[src/rtl/fpu_pkg.sv]
// Shared FP datapath definitions: rounding-mode encodings and the
// norm/round sequencer state encoding.
package fpu_pkg;

   localparam logic [1:0] RM_RNE  = 2'b00;
   localparam logic [1:0] RM_RTZ  = 2'b01;
   localparam logic [1:0] RM_PINF = 2'b10;
   localparam logic [1:0] RM_NINF = 2'b11;

   typedef enum logic [2:0] {
      IDLE   = 3'd0,
      NORM   = 3'd1,
      ROUND  = 3'd2,
      RENORM = 3'd3,
      DONE   = 3'd4
   } nr_state_t;

endpackage

[src/rtl/lden_reg.sv]
// W-bit load-enable register with synchronous active-high clear.
module lden_reg #(
   parameter int W = 1
) (
   input  logic         clk,
   input  logic         rst,
   input  logic         en,
   input  logic [W-1:0] d,
   output logic [W-1:0] q
);

   always_ff @(posedge clk) begin
      if (rst)     q <= '0;
      else if (en) q <= d;
   end

endmodule

[src/rtl/round_incr.sv]
// Round-up decision bit from guard, sticky, lsb and sign for the four
// IEEE rounding modes; shared with the adder path.
module round_incr
   import fpu_pkg::*;
(
   input  logic       g,
   input  logic       s,
   input  logic       lsb,
   input  logic       sign,
   input  logic [1:0] rmode,
   output logic       r
);

   always_comb begin
      r = 1'b0;
      case (rmode)
         RM_RNE:  r = g & (s | lsb);
         RM_RTZ:  r = 1'b0;
         RM_PINF: r = (g | s) & ~sign;
         default: r = (g | s) & sign;
      endcase
   end

endmodule

[src/rtl/sgf_norm_round.sv]
// Post-multiply normalise/round stage: 2*SW-bit significand product in,
// SW-1 rounded fraction bits plus exponent increment out.
module sgf_norm_round
   import fpu_pkg::*;
#(
   parameter int SW = 24
) (
   input  logic            clk,
   input  logic            rst,
   input  logic            start_i,
   input  logic [2*SW-1:0] sgf_prod_i,
   input  logic            sign_i,
   input  logic [1:0]      rmode_i,
   output logic            ready_o,
   output logic            valid_o,
   output logic [SW-2:0]   sgf_frac_o,
   output logic [1:0]      exp_inc_o,
   output logic            inexact_o,
   output logic            zero_o
);

   nr_state_t state;

   logic            ld_op;
   logic [2*SW-1:0] prod_q;
   logic            sign_q;
   logic [1:0]      rmode_q;

   assign ld_op = (state == IDLE) && start_i;

   lden_reg #(.W(2*SW+3)) u_op_reg (
      .clk (clk), .rst (rst), .en (ld_op),
      .d   ({sgf_prod_i, sign_i, rmode_i}),
      .q   ({prod_q, sign_q, rmode_q})
   );

   // Only the fraction below the hidden bit is kept: with a hidden 1, the
   // significand overflows on round-up exactly when the fraction does.
   logic [SW-2:0] frac_d, frac_q;
   logic          g_d, s_d, inc_d, zero_d;
   logic          g_q, s_q, inc_q, zero_q;

   always_comb begin
      zero_d = (prod_q[2*SW-1:2*SW-2] == 2'b00);
      if (prod_q[2*SW-1]) begin
         frac_d = prod_q[2*SW-2:SW];
         g_d    = prod_q[SW-1];
         s_d    = |prod_q[SW-2:0];
         inc_d  = 1'b1;
      end else begin
         frac_d = prod_q[2*SW-3:SW-1];
         g_d    = prod_q[SW-2];
         s_d    = |prod_q[SW-3:0];
         inc_d  = 1'b0;
      end
   end

   lden_reg #(.W(SW+3)) u_norm_reg (
      .clk (clk), .rst (rst), .en (state == NORM),
      .d   ({frac_d, g_d, s_d, inc_d, zero_d}),
      .q   ({frac_q, g_q, s_q, inc_q, zero_q})
   );

   logic          r;
   logic [SW-1:0] sum;
   logic          carry;

   round_incr u_round_incr (
      .g (g_q), .s (s_q), .lsb (frac_q[0]), .sign (sign_q), .rmode (rmode_q),
      .r (r)
   );

   assign sum   = {1'b0, frac_q} + SW'(r);
   assign carry = sum[SW-1] & ~zero_q;

   logic [SW-2:0] res_frac;
   logic          res_inex;
   logic [1:0]    res_inc, res_inc_d;

   lden_reg #(.W(SW)) u_res_reg (
      .clk (clk), .rst (rst), .en (state == ROUND),
      .d   (zero_q ? '0 : {sum[SW-2:0], g_q | s_q}),
      .q   ({res_frac, res_inex})
   );

   // On carry the fraction is already all zeros; RENORM only bumps the exponent.
   assign res_inc_d = (state == RENORM) ? ({1'b0, inc_q} + 2'd1)
                    : (zero_q ? 2'd0 : {1'b0, inc_q});

   lden_reg #(.W(2)) u_inc_reg (
      .clk (clk), .rst (rst), .en ((state == ROUND) || (state == RENORM)),
      .d   (res_inc_d),
      .q   (res_inc)
   );

   always_ff @(posedge clk) begin
      if (rst) begin
         state      <= IDLE;
         ready_o    <= 1'b1;
         valid_o    <= 1'b0;
         sgf_frac_o <= '0;
         exp_inc_o  <= '0;
         inexact_o  <= 1'b0;
         zero_o     <= 1'b0;
      end else begin
         valid_o <= 1'b0;
         case (state)
            IDLE: if (start_i) begin
               state   <= NORM;
               ready_o <= 1'b0;
            end
            NORM:   state <= ROUND;
            ROUND:  state <= carry ? RENORM : DONE;
            RENORM: state <= DONE;
            DONE: begin
               state      <= IDLE;
               ready_o    <= 1'b1;
               valid_o    <= 1'b1;
               sgf_frac_o <= res_frac;
               exp_inc_o  <= res_inc;
               inexact_o  <= res_inex;
               zero_o     <= zero_q;
            end
            default: begin
               state   <= IDLE;
               ready_o <= 1'b1;
            end
         endcase
      end
   end

endmodule

[config.mk]
export PLATFORM = sky130hd
export DESIGN_NAME = sgf_norm_round
export DESIGN_NICKNAME = d
export VERILOG_FILES = /design/src/rtl/fpu_pkg.sv /design/src/rtl/lden_reg.sv /design/src/rtl/round_incr.sv /design/src/rtl/sgf_norm_round.sv
export SDC_FILE = /design/constraint.sdc
export NUM_CORES = 1
export LEC_CHECK = 0
export ABC_AREA = 1
export BUFFER_PORTS_ARGS = -buffer_cell sky130_fd_sc_hd__buf_2
export CORE_UTILIZATION = 49
export DETAILED_ROUTE_END_ITERATION = 8
export MAX_ROUTING_LAYER = met4
export PLACE_DENSITY_LB_ADDON = 0.15
export SLEW_MARGIN = 20
export SYNTH_ARGS = -nofsm -noshare
export SYNTH_HDL_FRONTEND = slang
export SYNTH_HIERARCHICAL = 1
export SYNTH_SLANG_ARGS = --single-unit
[constraint.sdc]
create_clock -name clk -period 3.6 [get_ports clk]
set_clock_uncertainty 0.05 [all_clocks]
set_input_delay 0.72 -clock clk [delete_from_list [all_inputs] [get_ports clk]]
set_output_delay 0.72 -clock clk [all_outputs]
set_load 0.005 [all_outputs]
==> results_dict.tcl <==
set metrics [dict create \
    status "completed" \
    ir_worst_vdd_mv 0.387 \
    yosys_warnings 6 \
    critical_path_class "reg2reg" \
    setup_viol 0 \
    crit_arrival_ns 2.45 \
    grt_pass1_vias 5068 \
    vias_per_cell 4.40 \
    postRouteAntennaNets 0 \
    avgRoutedWirePerCell_um 9.65 \
    clock_path_buffers 2 \
    routed_wl_um 12800 \
    max_cap_viol_count 0 \
    place.port_buffers 82 \
    dr.pass1.iters 5 \
    fin_area_mm2 0.00787 \
    postCtsSetupBuffers 0 \
    yosysTopAreaCell "dfxtp_1" \
    crit_top_cell "nand2_1" \
    layout-drive-gt1-share 0.160 \
    synth.avg_cell_area_um2 6.31 \
    grt_pass1_wl_um 22300 \
    synth_seq_cells 136 \
    grt_max_degree 87 \
    worstMarginPinSlew_ns 0.664 \
    final_cell_mix "nand2_1, nor2_1, inv_1, dfxtp_1, buf_2" \
    die_h_um 120 \
    min_path_type "reg2reg" \
    relSlewSlack 0.557 \
    syn_nets 1130 \
    die_w_um 120 \
    place.gp.congestion 0.841 \
    num_rows 42 \
    cpMaxStageDelayCell "dfxtp_1" \
    fin_crit_ns 2.15 \
    drc 0 \
    fmax_mhz 465 \
    insertion_delay_ns 0.42 \
    seq_area_frac_synth 0.402 \
    io_pins 83 \
    syn_inst 1074 \
    end_kind "register" \
    cts_root_buf "clkbuf_16" \
    fillers 1384 \
    holdPathStages 2 \
    leakage_nw 3.97 \
    cts.sinks 136 \
    numCtsBuffers 17 \
    fin_crit_sh 0.597 \
    start_kind "register" \
    track_usage 0.196 \
    fin_nets 1192 \
    dr_total_vias 5824 \
    area_delta_synth_final_pct 16.2 \
    cts_resized 0 \
    r2r_cells 18 \
    power.density_mw_per_mm2 573 \
    core_mm2 0.0133 \
    synth.top_cell.area_share 0.402 \
    reg2reg_slack_ns 1.45 \
    place_hpwl_um 8690 \
    cts_tree "yes" \
    cts_max_level 4 \
    crit_required_ns 3.90 \
    hold_buffers 0 \
    dieArea_mm2 0.0143 \
    hold_viol 0 \
    final_common_cell "nand2_1" \
    synth.distinct_cells 36 \
    syn_area_mm2 0.00677 \
    dr.first_iter.drc_count 310 \
    synth.area.top_cells "dfxtp_1, nand2_1, nor2_1" \
    clk_pin_slew_ns 0.06 \
    finalSetupTns_ns 0 \
    dpl-instance-area_mm2 0.00716 \
    antenna_found_initial 0 \
    worstPathMaxFanout 6 \
    grt-ovfl-total 0 \
    worstPathCellList "nor2_1 > nor2_1 > nand2_1 > nand2_1 > ha_1 > ha_1 > nand2_2 > nor2_8 > nand2_4 > nor2_8 > nand3_2 > nand2_1 > nand2_1 > nor2_1 > inv_1 > nand2_1 > nand2_1 > nor2_1" \
    rsz0062_at_grt "no" \
    max_stage_delay_ns 0.38 \
    antenna_cells 0 \
    initial_core_util 0.507 \
    drv_slew 0 \
]
## cell type report
type                    instances  area (um^2)  area share
inverters                     149          564      0.0717
repair buffers                 88          468      0.0594
flip-flops and latches        136         2720       0.346
multi-input cells             744         3190       0.405
clock buffers                  20          467      0.0593
clock inverters                12          244      0.0310
well taps                     176          220      0.0280
## cells in the mapped netlist (all sizes together)
cell    count
nand4       2
clkbuf     12
buf        33
dfxtp     136
or2         1
inv       146
a31oi       1
nand2     339
o21ai      38
a21oi      10
o21a        1
clkinv      3
nand3      12
nor2      323
xnor2       4
xor2        2
nand3b      1
nor4        5
ha          2
nor3        1
and2        2
## cell families (layout without fill, tap and decap cells)
group	Yosys count	in the layout	synth area share
and+or+nand+nor	686	686	0.419
AOI/OAI and AO/OA	50	50	0.0375
adders and majority gates	2	2	0.00369
DFF	136	136	0.402
xor gates and xnor gates	6	6	0.00776
buffers and inverters	194	269	0.130
## power by group
part / switching [mW] / internal [mW]
registers: 0.114 / 1.66
logic: 0.421 / 0.265
clock network: 0.631 / 1.42
## worst max-delay path, delay by kind of cell (launching register included)
family	cells	cell delay, ns
AND/OR/NAND/NOR	15	1.16
buffers and inverters	1	0.04
adder cells (fa/ha/maj)	2	0.43
flip-flops	1	0.38
## through the flow
| step | hold WS [ns] | util | std cells | power (mW) | worst slack [ns] |
|---|---|---|---|---|---|
| 4_1_cts | 0.420 | 0.590 | 1325 | 4.56 | 1.43 |
| 3_3_place_gp | 0.401 | 0.537 | 1293 | 2.48 | 1.54 |
| 3_5_place_dp | 0.409 | 0.537 | 1293 | 2.49 | 1.45 |
| 5_1_grt | 0.436 | 0.590 | 1325 | 4.76 | 1.25 |
| 6_report | 0.416 | 0.590 | 1325 | 4.51 | 1.45 |
| 2_1_floorplan | 0.391 | - | 1074 | 2.37 | 1.69 |
## path summary, 6_finish.rpt
path                                      from                      endpoint
hold / removal    u_res_reg/q[18]$_SDFFE_PP0P_  u_res_reg/q[18]$_SDFFE_PP0P_
setup / recovery  u_norm_reg/q[2]$_SDFFE_PP0P_  u_res_reg/q[17]$_SDFFE_PP0P_
hold reg to reg   u_res_reg/q[18]$_SDFFE_PP0P_  u_res_reg/q[18]$_SDFFE_PP0P_
setup reg to reg  u_norm_reg/q[2]$_SDFFE_PP0P_  u_res_reg/q[17]$_SDFFE_PP0P_
## metal layers
layer	up-vias	global-route usage	wire (um)	part of all wire
met3	16	0.0461	455	0.036
li1	3269	-	-	-
met5	-	-	0	0
met2	100	0.313	5680	0.44
met1	2439	0.243	6480	0.51
met4	0	0.0680	182	0.014
## sequential cells by signal, summed over array words and instances (netlist names)
| register | cells |
|---|---|
| zero_o | 1 |
| sgf_frac_o | 23 |
| valid_o | 1 |
| u_norm_reg/q | 27 |
| u_res_reg/q | 24 |
| inexact_o | 1 |
| exp_inc_o | 2 |
| ready_o | 1 |
| state | 3 |
| u_op_reg/q | 51 |
| u_inc_reg/q | 2 |
(Power assumes the default switching activity.)
